==> src/rtl/mem_port_arbiter.sv <==
// Shares one fixed-latency single-port memory between the fetch port and the data port.
// Data port has priority; a starvation window guarantees fetch progress under data pressure.
module mem_port_arbiter #(
  parameter int ADDR_W      = 32,
  parameter int DATA_W      = 32,
  parameter int WAIT_CYCLES = 2,
  parameter int MAX_D_WIN   = 2
) (
  input  logic              clk,
  input  logic              reset,
  input  logic              i_req,
  input  logic [ADDR_W-1:0] i_addr,
  output logic              i_gnt,
  output logic              i_rvalid,
  output logic [DATA_W-1:0] i_rdata,
  input  logic              d_req,
  input  logic              d_we,
  input  logic [2:0]        d_mode,
  input  logic [ADDR_W-1:0] d_addr,
  input  logic [DATA_W-1:0] d_wdata,
  output logic              d_gnt,
  output logic              d_rvalid,
  output logic [DATA_W-1:0] d_rdata,
  output logic [ADDR_W-1:0] m_addr,
  output logic              m_we,
  output logic [2:0]        m_mode,
  output logic [DATA_W-1:0] m_wdata,
  input  logic [DATA_W-1:0] m_rdata,
  output logic              busy
);

  localparam int WC_W = (WAIT_CYCLES < 2) ? 1 : $clog2(WAIT_CYCLES + 1);
  localparam int DC_W = (MAX_D_WIN < 2) ? 1 : $clog2(MAX_D_WIN + 1);
  // Fetches are always full-word loads.
  localparam logic [2:0] FETCH_MODE = 3'b010;

  typedef enum logic [1:0] {S_IDLE, S_ACCESS, S_RESP} state_t;

  state_t            r_state, w_next;
  logic [WC_W-1:0]   r_wcnt;
  logic [DC_W-1:0]   r_dcnt;
  logic [ADDR_W-1:0] r_addr;
  logic              r_we;
  logic [2:0]        r_mode;
  logic [DATA_W-1:0] r_wdata;
  logic              r_own_d;
  logic [DATA_W-1:0] r_i_rdata, r_d_rdata;

  logic w_pick_i, w_pick_d, w_i_gnt, w_d_gnt, w_last;

  assign w_pick_i = i_req && (!d_req || (r_dcnt == DC_W'(MAX_D_WIN)));
  assign w_pick_d = d_req && !w_pick_i;
  assign w_last   = (r_state == S_ACCESS) && (r_wcnt == '0);

  // State register
  always_ff @(posedge clk or posedge reset) begin
    if (reset) r_state <= S_IDLE;
    else       r_state <= w_next;
  end

  // Next-state logic
  always_comb begin
    w_next = r_state;
    case (r_state)
      S_IDLE:   if (w_i_gnt || w_d_gnt) w_next = S_ACCESS;
      S_ACCESS: if (r_wcnt == '0) w_next = S_RESP;
      S_RESP:   w_next = S_IDLE;
      default:  w_next = S_IDLE;
    endcase
  end

  // Output logic; grants are masked while reset is held so nothing is accepted then.
  always_comb begin
    w_i_gnt  = 1'b0;
    w_d_gnt  = 1'b0;
    i_rvalid = 1'b0;
    d_rvalid = 1'b0;
    m_we     = 1'b0;
    busy     = 1'b0;
    case (r_state)
      S_IDLE: begin
        w_i_gnt = w_pick_i && !reset;
        w_d_gnt = w_pick_d && !reset;
      end
      S_ACCESS: begin
        busy = 1'b1;
        m_we = w_last && r_we;
      end
      S_RESP: begin
        busy     = 1'b1;
        i_rvalid = !r_own_d;
        d_rvalid = r_own_d;
      end
      default: ;
    endcase
  end

  assign i_gnt   = w_i_gnt;
  assign d_gnt   = w_d_gnt;
  assign m_addr  = r_addr;
  assign m_mode  = r_mode;
  assign m_wdata = r_wdata;
  assign i_rdata = r_i_rdata;
  assign d_rdata = r_d_rdata;

  always_ff @(posedge clk or posedge reset) begin
    if (reset) begin
      r_wcnt  <= '0;
      r_addr  <= '0;
      r_we    <= 1'b0;
      r_mode  <= '0;
      r_wdata <= '0;
      r_own_d <= 1'b0;
    end else if (w_i_gnt || w_d_gnt) begin
      r_wcnt  <= WC_W'(WAIT_CYCLES - 1);
      r_addr  <= w_d_gnt ? d_addr : i_addr;
      r_we    <= w_d_gnt && d_we;
      r_mode  <= w_d_gnt ? d_mode : FETCH_MODE;
      r_wdata <= w_d_gnt ? d_wdata : '0;
      r_own_d <= w_d_gnt;
    end else if (r_state == S_ACCESS && r_wcnt != '0) begin
      r_wcnt <= r_wcnt - WC_W'(1);
    end
  end

  // Starvation window: counts data grants taken while fetch was waiting.
  always_ff @(posedge clk or posedge reset) begin
    if (reset)
      r_dcnt <= '0;
    else if (w_i_gnt)
      r_dcnt <= '0;
    else if (w_d_gnt && i_req && r_dcnt != DC_W'(MAX_D_WIN))
      r_dcnt <= r_dcnt + DC_W'(1);
    else if (r_state == S_IDLE && !i_req)
      r_dcnt <= '0;
  end

  always_ff @(posedge clk or posedge reset) begin
    if (reset) begin
      r_i_rdata <= '0;
      r_d_rdata <= '0;
    end else if (w_last) begin
      if (r_own_d) r_d_rdata <= m_rdata;
      else         r_i_rdata <= m_rdata;
    end
  end

endmodule

==> config.mk <==
export PLATFORM = sky130hd
export DESIGN_NAME = mem_port_arbiter
export DESIGN_NICKNAME = d
export VERILOG_FILES = /design/src/rtl/mem_port_arbiter.sv
export SDC_FILE = /design/constraint.sdc
export NUM_CORES = 1
export LEC_CHECK = 0
export CAP_MARGIN = 5
export CELL_PAD_IN_SITES_DETAIL_PLACEMENT = 0
export CELL_PAD_IN_SITES_GLOBAL_PLACEMENT = 1
export CORE_ASPECT_RATIO = 2
export CORE_UTILIZATION = 28
export CTS_CLUSTER_DIAMETER = 30
export DETAILED_ROUTE_END_ITERATION = 10
export GPL_TIMING_DRIVEN = 0
export PLACE_DENSITY_LB_ADDON = 0.1
export SYNTH_ARGS = -nofsm -noshare
export SYNTH_HDL_FRONTEND = slang
export SYNTH_SLANG_ARGS = --single-unit
==> constraint.sdc <==
create_clock -name clk -period 4.2 [get_ports clk]
set_clock_uncertainty 0.2 [all_clocks]
set_input_delay 0.42 -clock clk [delete_from_list [all_inputs] [get_ports clk]]
set_output_delay 0.42 -clock clk [all_outputs]
set_load 0.05 [all_outputs]
Word-level counts from Yosys, hierarchy flattened. Cells that the tools add are included.

Add/sub/neg operators: 2. Equality and inequality tests: 6. Mux-type cells: 17. Bitwise operators: 1. Reductions and logical operators: 27.

Operator list (number): $mux 32 (2); $mux 2 (7); $logic_and 1x1->1 (11); $mux 1 (6); $ne 2x2->1 const B (3); $reduce_and 2->1 (3); $logic_not 1->1 (5); $eq 2x2->1 const B (2); $logic_not 2->1 (2); $pmux 2 s2 (1); $reduce_bool 2->1 (2); $mux 3 (1); $reduce_bool 3->1 (1); $add 2x1->2 const B (1); $eq 2x1->1 const B (1); $logic_or 1x1->1 (2); $reduce_or 2->1 (1); $sub 2x1->2 const B (1); $not 1->1 (1).

Bits in registers: 139. Bits of input ports: 136. Output and inout bits: 137. Word-level logic and storage cells: 63.

Logic depth before layout (Yosys ltp). Gate-level depths: netlist of the first run.

Depth in word-level cells: 11. Depth in mapped cells: 7. Mapped depth without buffers: 5.

Least setup slack after synthesis of the first run. Ideal clock, no wire load.

Path type: reg2out. From: register r_state[1]. To: output d_gnt. Arrival: 1.401 ns. Required time: 3.580 ns. Path slack: 2.179 ns. Stages on the path, launching flop included: 7. Buffers on the path: 2. Cell sequence: dfrtp_1 > inv_1 > ha_1 > nor2b_4 > and3_1 > buf_6 > buf_4.

Word-level cells in the longest chain between the ends: 2.

RTL lines: start, declared (RTL line 39) `state_t r_state, w_next;`; start signal, assigned (RTL line 58) `else r_state <= w_next;`; $logic_not 2->1 (RTL line 80) `case (r_state)`; $mux 1 (RTL line 80); end, declared (RTL line 21) `output logic d_gnt,`.

Every way passes these cells.

Final worst setup path of the first run. Same ends and word-level chain as after synthesis.

==> flow_metrics.tcl, run 1 <==
set metrics [dict create \
    outcome "finished, final reports clean" \
    holdBufCountCts 0 \
    p_sw_uw 4108 \
    internal_power_uw 4907 \
    cts_buffers 17 \
    die_w_um 101.7 \
    clkLatencyLatePin_ps 410 \
    grtUsageTotal_pct 16.73 \
    tightestPinTransition_ps 814.5 \
    slew_violations 0 \
    clockRootBuffer "clkbuf_16" \
    p_total_uw 9015 \
    dpl.hpwl_mm 12.44 \
    synth_area_um2 5563 \
    syn_area_per_cell_um2 14.76 \
    setup.worst_path.start "r_state[1]" \
    finalCritPeriodShare_pct 80.83 \
    drive_gt1_share_pct 18.80 \
    r2r-start "r_state[1]" \
    grt_pass1_wl_mm 25.92 \
    finalSetupViolCount 0 \
    syn_to_final_growth_pct 66.55 \
    rsz0062_at_grt "no" \
    num-nets-final 812 \
    critPathCaptureType "output port" \
    gp_congestion 0.7330 \
    boundaryPins 273 \
    critPathKind "register to output port" \
    drt-initial-drc-count 86 \
    port_buffers 271 \
    comb_power_share_pct 56.9 \
    htreeDepth 4 \
    swShare_pct 45.57 \
    rr_worst_depth 7 \
    die_h_um 201.3 \
    clkTransAtPathRegs_ps 60 \
    grt-ovfl-total 0 \
    min_path_cells 3 \
    yosysSeqAreaShare_pct 62.53 \
    clock_power_share_pct 16.9 \
    p_seq_share_pct 26.2 \
    coreArea_um2 19370 \
    setup_tns_ps 0 \
    cts_buffer_depth 2 \
    dieArea_um2 20470 \
    hp-start "i_req" \
    drtAntennaViolNets 0 \
    hold_viol 0 \
    postLayoutCoreUtil_pct 47.84 \
    fmax_mhz 294.6 \
    cts.repair.resized 0 \
    antenna_found_initial 1 \
    ir_drop_v 0.0003725 \
    postCtsSetupBuffers 0 \
    synth-seq-cells 139 \
    power_density_nw_per_um2 973.0 \
    worstPathMaxFanout 10 \
    viasPerCell 4.670 \
    arrival_ps 2770 \
    route.detailed.drc 0 \
    synth_warnings 0 \
    first_global_vias 4766 \
    vias 4394 \
    syn-num-nets 519 \
    fin_crit_ps 3395 \
    rows 72 \
    tritoncts "yes" \
    synth.distinct_cells 31 \
    wl_per_cell_um 17.16 \
    maxSlewHeadroom_pct 45.59 \
    leakage_uw 0.003894 \
    grt_start_max_net_pins 41 \
    final_cell_mix "clkdlybuf4s50_1, dfrtp_1, mux2_2" \
    clock_sinks 139 \
    critPathLaunchType "register" \
    syn-instance-count 377 \
    hold_class "input pin to register" \
    max-cap-violations 0 \
    cp.required_ps 3580 \
    firstDrtPassIters 4 \
    initial_core_util_pct 28.72 \
    wirelength_mm 16.15 \
    final_common_cell "clkdlybuf4s50_1" \
]
## critical path, stage by stage (launching register included)
cell             delay, ps
dfrtp_1                390
inv_1                  120
ha_1                   280
nor2b_4                220
and3_1                 180
buf_6                  150
buf_4                  190
clkdlybuf4s50_1        830
## per-layer routing
metal	track usage (%)	routed length, um
met5	0	0
met4	7.091	345
met3	4.411	1049
met2	31.01	9258
met1	17.04	5497
## logic make-up (layout without fill, tap and decap cells)
logic type,count (synthesis),after routing,share of synthesized area (%)
AOI/OAI and AO/OA,110,110,17.00
buffers and inverters,36,340,3.734
adders and majority gates,6,6,1.349
xor gates and xnor gates,1,1,0.1575
muxes,65,65,13.16
and+or+nand+nor,20,20,2.069
DFF,139,139,62.53
other,0,1,0
## cells in the mapped netlist
master | number | area [um^2]
a211oi_1 | 1 | 7.510
a21bo_2 | 1 | 10.01
a21o_1 | 1 | 7.510
a21oi_1 | 2 | 10.01
a221o_1 | 32 | 320.3
a22o_1 | 35 | 306.5
a2bb2oi_1 | 1 | 8.760
a311oi_1 | 1 | 8.760
and2_1 | 1 | 6.260
and3_1 | 3 | 18.77
buf_2 | 19 | 95.09
buf_4 | 3 | 22.52
buf_6 | 5 | 56.30
clkbuf_1 | 2 | 7.510
dfrtp_1 | 139 | 3478
ha_1 | 6 | 75.07
inv_1 | 7 | 26.28
mux2_2 | 65 | 732.0
nand2_1 | 4 | 15.01
nand2b_1 | 2 | 12.51
nand3_1 | 1 | 5.000
nand3b_1 | 1 | 7.510
nand4b_1 | 1 | 8.760
nor2_1 | 4 | 15.01
nor2b_1 | 2 | 12.51
nor2b_4 | 1 | 13.76
o21a_1 | 32 | 240.2
o21ai_0 | 2 | 10.01
o21ai_2 | 1 | 8.760
o21bai_1 | 1 | 7.510
xnor2_1 | 1 | 8.760
## final timing paths
kind,to,slack [ps]
max reg2reg,m_addr[23],2130
max in group asynchronous,i_rdata[2],2680
max,d_gnt,810
min in group asynchronous,m_addr[31],470
min,r_dcnt[1],180
min reg2reg,r_dcnt[1],290
## through the flow
stage / setup WS (ps) / std cells / hold slack [ps] / cell area (um^2)
2_1_floorplan: 1845 / 377 / 251.5 / 5567
3_3_place_gp: 413.0 / 907 / 276.6 / 8603
3_5_place_dp: 1066 / 910 / 284.6 / 8663
4_1_cts: 753.8 / 940 / 155.9 / 9263
5_1_grt: 647.4 / 941 / 204.1 / 9265
6_report: 805.2 / 941 / 181.0 / 9265
## power groups by stage
stage	Combinational (uW)	Sequential (uW)	Clock (uW)
floorplan	1190	4560	0
global placement	5140	2350	0
detailed placement	5190	2380	0
CTS	5190	2370	1570
global route	5380	2450	1630
finish	5130	2360	1520
## registers in the layout, indices dropped and copies added, names as in the netlist
register / flops
i_rdata: 32
d_rdata: 32
m_addr: 32
r_wcnt: 2
r_own_d: 1
m_mode: 3
m_wdata: 32
r_we: 1
r_dcnt: 2
r_state: 2
## cell type report
cell class,instances,area (um^2)
Antenna cell,1,2.502
Buffer,29,181.4
Clock buffer,20,456.7
Clock inverter,10,142.6
Fill cell,1828,10100
Inverter,7,30.03
Multi-Input combinational cell,202,1877
Sequential cell,139,3478
Tap cell,259,324.1
Timing Repair Buffer,274,2773
No activity file was read; power rests on OpenSTA's default activity.
==> run 2, diff against run 1 <==
clock period = 2.9 ns   (was 4.2 ns; I/O delays follow)
==> run 2 against run 1 <==
Net effect: cell count unchanged; critical path depth is the same; largest power group unchanged; sequential power rose by 45%; worst setup slack worse by 620 ps.
==> flow_metrics.tcl, run 2 (synthesis results as in run 1) <==
set metrics [dict create \
    outcome "finished, final reports clean" \
    comb_power_share_pct 56.9 \
    rr_worst_depth 7 \
    fin_crit_ps 2716 \
    final_cell_mix "clkdlybuf4s50_1, dfrtp_1, mux2_2" \
    ir_drop_v 0.0005378 \
    coreArea_um2 19370 \
    final_common_cell "clkdlybuf4s50_1" \
    critPathKind "register to output port" \
    arrival_ps 2230 \
    cts_buffers 17 \
    clkTransAtPathRegs_ps 60 \
    drt-initial-drc-count 72 \
    worstPathMaxFanout 10 \
    finalSetupViolCount 0 \
    cp_num_cells 7 \
    use_met3_pct 4.411 \
    firstDrtPassIters 4 \
    dpl.hpwl_mm 12.44 \
    met1_usage_pct 17.02 \
    grtUsageTotal_pct 16.72 \
    drive_gt1_share_pct 19.09 \
    met2_usage_pct 31.01 \
    swShare_pct 45.57 \
    max-cap-violations 0 \
    first_global_vias 4770 \
    clock_sinks 139 \
    tightestPinTransition_ps 818.1 \
    boundaryPins 273 \
    rsz0062_at_grt "no" \
    grt_start_max_net_pins 41 \
    antenna_found_initial 1 \
    viasPerCell 4.675 \
    internal_power_uw 7103 \
    ff2ff_setup_slack_ps 830 \
    port_buffers 271 \
    critPathLaunchType "register" \
    cp_top_family "buffers and inverters" \
    crit_path_cell_trace "inv_1 > ha_1 > nor2b_4 > and3_1 > buf_6 > buf_4 > buf_2" \
    finalCritPeriodShare_pct 93.65 \
    post-place-cells 910 \
    critPathCaptureType "output port" \
    rows 72 \
    power_density_nw_per_um2 1410 \
    maxSlewHeadroom_pct 45.35 \
    fmax_mhz 368.2 \
    leakage_uw 0.003898 \
    route.detailed.drc 0 \
    hold_class "input pin to register" \
    slowest_stage "dfrtp_1" \
    dieArea_um2 20470 \
    max_stage_delay_ps 390 \
    cts_buffer_depth 2 \
    grt_pass1_wl_mm 25.90 \
    num-nets-final 812 \
    clkLatencyLatePin_ps 410 \
    gp_congestion 0.7330 \
    postCtsSetupBuffers 0 \
    syn_to_final_growth_pct 66.37 \
    wirelength_mm 16.15 \
    clockRootBuffer "clkbuf_16" \
    setup_tns_ps 0 \
    min_path_cells 3 \
    slew_violations 0 \
    vias 4399 \
    initial_core_util_pct 28.72 \
    die_h_um 201.3 \
    htreeDepth 4 \
    finalNonFillerCells 941 \
    hold_viol 0 \
    die_w_um 101.7 \
    grt-ovfl-total 0 \
    drtAntennaViolNets 0 \
    p_seq_share_pct 26.2 \
    p_sw_uw 5946 \
    clock_power_share_pct 16.9 \
    cp_num_buf_inv 4 \
    tritoncts "yes" \
    top_usage_layer "met2" \
    wl_per_cell_um 17.16 \
    cp.required_ps 2410 \
]
==> run 2: per-stage QoR <==
step / total power, uW / utilization (%) / worst slack (ps) / hold slack [ps] / cell area (um^2)
after detailed placement: 10960 / 44.73 / 25.77 / 284.6 / 8663
final: 13050 / 47.78 / 184.3 / 51.37 / 9255
after floorplan: 8333 / - / 674.9 / 213.1 / 5567
after global routing: 13690 / 47.78 / 23.86 / 74.14 / 9255
after global placement: 10840 / 44.42 / -757.0 / 276.6 / 8603
after CTS: 13230 / 47.84 / 20.04 / 25.93 / 9265
==> run 2: repair_timing <==
item,CTS,global route
hold buffers,0,0
hold endpoints to repair,0,0
gates resized for setup,6,4
setup endpoints to repair,2,2
==> run 2: final cells by class <==
cell class / instances / area (um^2)
fillers: 1832 / 10110
flip-flops and latches: 139 / 3478
repair buffers: 274 / 2763
multi-input cells: 202 / 1877
clock buffers: 20 / 456.7
well taps: 259 / 324.1
plain buffers: 29 / 181.4
clock inverters: 10 / 142.6
inverters: 7 / 30.03
diodes: 1 / 2.502
==> run 2: worst register-to-register path, delay by kind of cell, from the launching register on <==
family | cells | cell delay [ps]
AND/OR/NAND/NOR | 1 | 110
AO/OA/AOI/OAI | 2 | 450
flip-flops | 1 | 390
adder cells (fa/ha/maj) | 1 | 280
buffers and inverters | 3 | 520
==> run 2: power by group through the flow <==
stage / Combinational, uW / Clock (uW) / Sequential, uW
3_5_place_dp: 7510 / 0 / 3450
3_3_place_gp: 7440 / 0 / 3400
2_1_floorplan: 1720 / 0 / 6610
5_1_grt: 7780 / 2360 / 3550
6_report: 7430 / 2210 / 3420
4_1_cts: 7520 / 2280 / 3430
==> run 2: path summary, 6_finish.rpt <==
check                                 from         end
min in group asynchronous            reset  m_addr[31]
max in group asynchronous            reset  i_rdata[2]
worst min-delay path                 i_req   r_dcnt[1]
worst max-delay path            r_state[1]       d_gnt
worst max register to register  r_state[1]  m_addr[23]
worst min register to register   r_dcnt[1]   r_dcnt[1]
==> run 2: layer usage <==
layer / up-vias / routed length [um]
met5: - / 0
met4: 0 / 306
met3: 15 / 1057
met2: 167 / 9312
met1: 2217 / 5474
li1: 2000 / -
==> run 3, diff against run 2 <==
PLACE_DENSITY_LB_ADDON = 0.05   (was 0.1)
==> run 3 against run 2 <==
Net effect: utilization rose by 0.19 points; combinational power barely moved; flip-flop and latch count did not move; global-route usage rose by 0.10 points; routed wire length rose by 3.4%; cell area rose by 0.41%; hold slack improved by 11 ps; register-to-register slack barely moved; sequential power barely moved; non-clock buffer count did not move; critical path type unchanged; largest power group unchanged.
==> flow_metrics.tcl, run 3 (synthesis results as in run 1) <==
set metrics [dict create \
    internal_power_uw 7218 \
    hold_class "input pin to register" \
    comb_power_share_pct 56.2 \
    worst_slack_ps 163.8 \
    top_usage_layer "met2" \
    grt_start_max_net_pins 42 \
    slew_violations 0 \
    rsz0062_at_grt "no" \
    wl_per_cell_um 17.70 \
    viasPerCell 4.656 \
    firstDrtPassIters 4 \
    grt-ovfl-total 0 \
    dieArea_um2 20470 \
    finalSetupViolCount 0 \
    finalCritPeriodShare_pct 94.35 \
    clockRootBuffer "clkbuf_16" \
    clock_power_share_pct 17.9 \
    grtUsageTotal_pct 16.82 \
    arrival_ps 2250 \
    tritoncts "yes" \
    grt_pass1_wl_mm 26.02 \
    p_sw_uw 5995 \
    fin_crit_ps 2736 \
    die_h_um 201.3 \
    finalNonFillerCells 943 \
    vias 4391 \
    worstPathMaxFanout 10 \
    tightestPinTransition_ps 692.9 \
    gp_congestion 0.7318 \
    clock_sinks 139 \
    rr_worst_depth 6 \
    dp_worst_setup_slack_ps -2.429 \
    port_buffers 271 \
    postCtsSetupBuffers 0 \
    rows 72 \
    holdBufCountCts 0 \
    dpl.hpwl_mm 12.51 \
    use_met3_pct 4.620 \
    clkTransAtPathRegs_ps 60 \
    post-place-cells 910 \
    min_path_cells 3 \
    clkLatencyLatePin_ps 420 \
    fmax_mhz 365.5 \
    antenna_found_initial 1 \
    dpl-instance-area_um2 8663 \
    num-nets-final 812 \
    cp.required_ps 2410 \
    p_seq_share_pct 25.9 \
    wirelength_mm 16.69 \
    cts_buffer_depth 2 \
    swShare_pct 45.37 \
    met2_usage_pct 30.67 \
    die_w_um 101.7 \
    critPathLaunchType "register" \
    postLayoutCoreUtil_pct 47.98 \
    htreeDepth 4 \
    power_density_nw_per_um2 1422 \
    drtAntennaViolNets 0 \
    drive_gt1_share_pct 19.33 \
    coreArea_um2 19370 \
    syn_to_final_growth_pct 67.05 \
    hold_viol 0 \
    boundaryPins 273 \
    drt-initial-drc-count 119 \
    cts_buffers 17 \
    final_cell_mix "clkdlybuf4s50_1, dfrtp_1, mux2_2" \
    maxSlewHeadroom_pct 53.71 \
    ir_drop_v 0.0005282 \
    first_global_vias 4871 \
    critPathKind "register to output port" \
    outcome "finished, final reports clean" \
    leakage_uw 0.003922 \
    initial_core_util_pct 28.72 \
    max-cap-violations 0 \
    route.detailed.drc 0 \
    critPathCaptureType "output port" \
    final_common_cell "clkdlybuf4s50_1" \
    stdcell_area_um2 9293 \
    met1_usage_pct 17.05 \
]
## run 3: cell types whose count changed in the layout (fill, tap and decap cells not counted), sizes merged
cell,previous run,this run
clkbuf,22,23
bufinv,3,4
clkinvlp,5,4
clkinv,2,4
inv,7,6
## run 3: routing by layer
layer | part of all wire [%] | up-vias
met5 | 0 | -
met4 | 2.7 | 0
met3 | 6.7 | 21
met2 | 55 | 178
met1 | 36 | 2190
li1 | - | 2002
## run 3: worst max-delay path: stages, from the launching register on
cell	delay, ps
dfrtp_1	390
inv_1	130
ha_1	270
nor2b_4	220
and3_1	190
buf_6	150
buf_4	180
buf_2	280
## run 3: cell type report
cell class	count	area [um^2]
flip-flops and latches	139	3478
clock inverters	11	166.4
multi-input cells	202	1877
plain buffers	29	181.4
inverters	7	30.03
clock buffers	21	470.5
fillers	1781	10080
diodes	1	2.502
well taps	259	324.1
repair buffers	274	2763
## run 3: path summary, 6_finish.rpt
check | start | to | slack (ps)
worst max-delay path | r_state[1] | d_gnt | 160
worst min-delay path | i_req | r_dcnt[0] | 60
worst max register to register | r_state[1] | m_wdata[13] | 830
worst min register to register | r_dcnt[0] | r_dcnt[0] | 300
max in group asynchronous | reset | i_rdata[3] | 1560
min in group asynchronous | reset | m_mode[2] | 300
## run 3: timing repair
action                                 CTS  global route
setup endpoints to repair                2             1
resized for setup                        8             2
endpoints found under the hold margin    0             0
## run 3: power groups by stage
stage               Clock (uW)  Combinational [uW]  Sequential (uW)
floorplan                    0                1720             6610
global placement             0                7450             3410
detailed placement           0                7520             3440
CTS                       2420                7530             3430
global route              2500                7780             3550
finish                    2360                7430             3420
## run 3: stage by stage
stage | hold WS, ps | TNS [ps] | power (uW)
after floorplan | 213.1 | 0 | 8333
after global placement | 276.3 | -102230 | 10860
after detailed placement | 281.0 | -2.429 | 10960
after CTS | 38.85 | 0 | 13380
after global routing | 67.30 | 0 | 13830
final | 62.42 | 0 | 13210
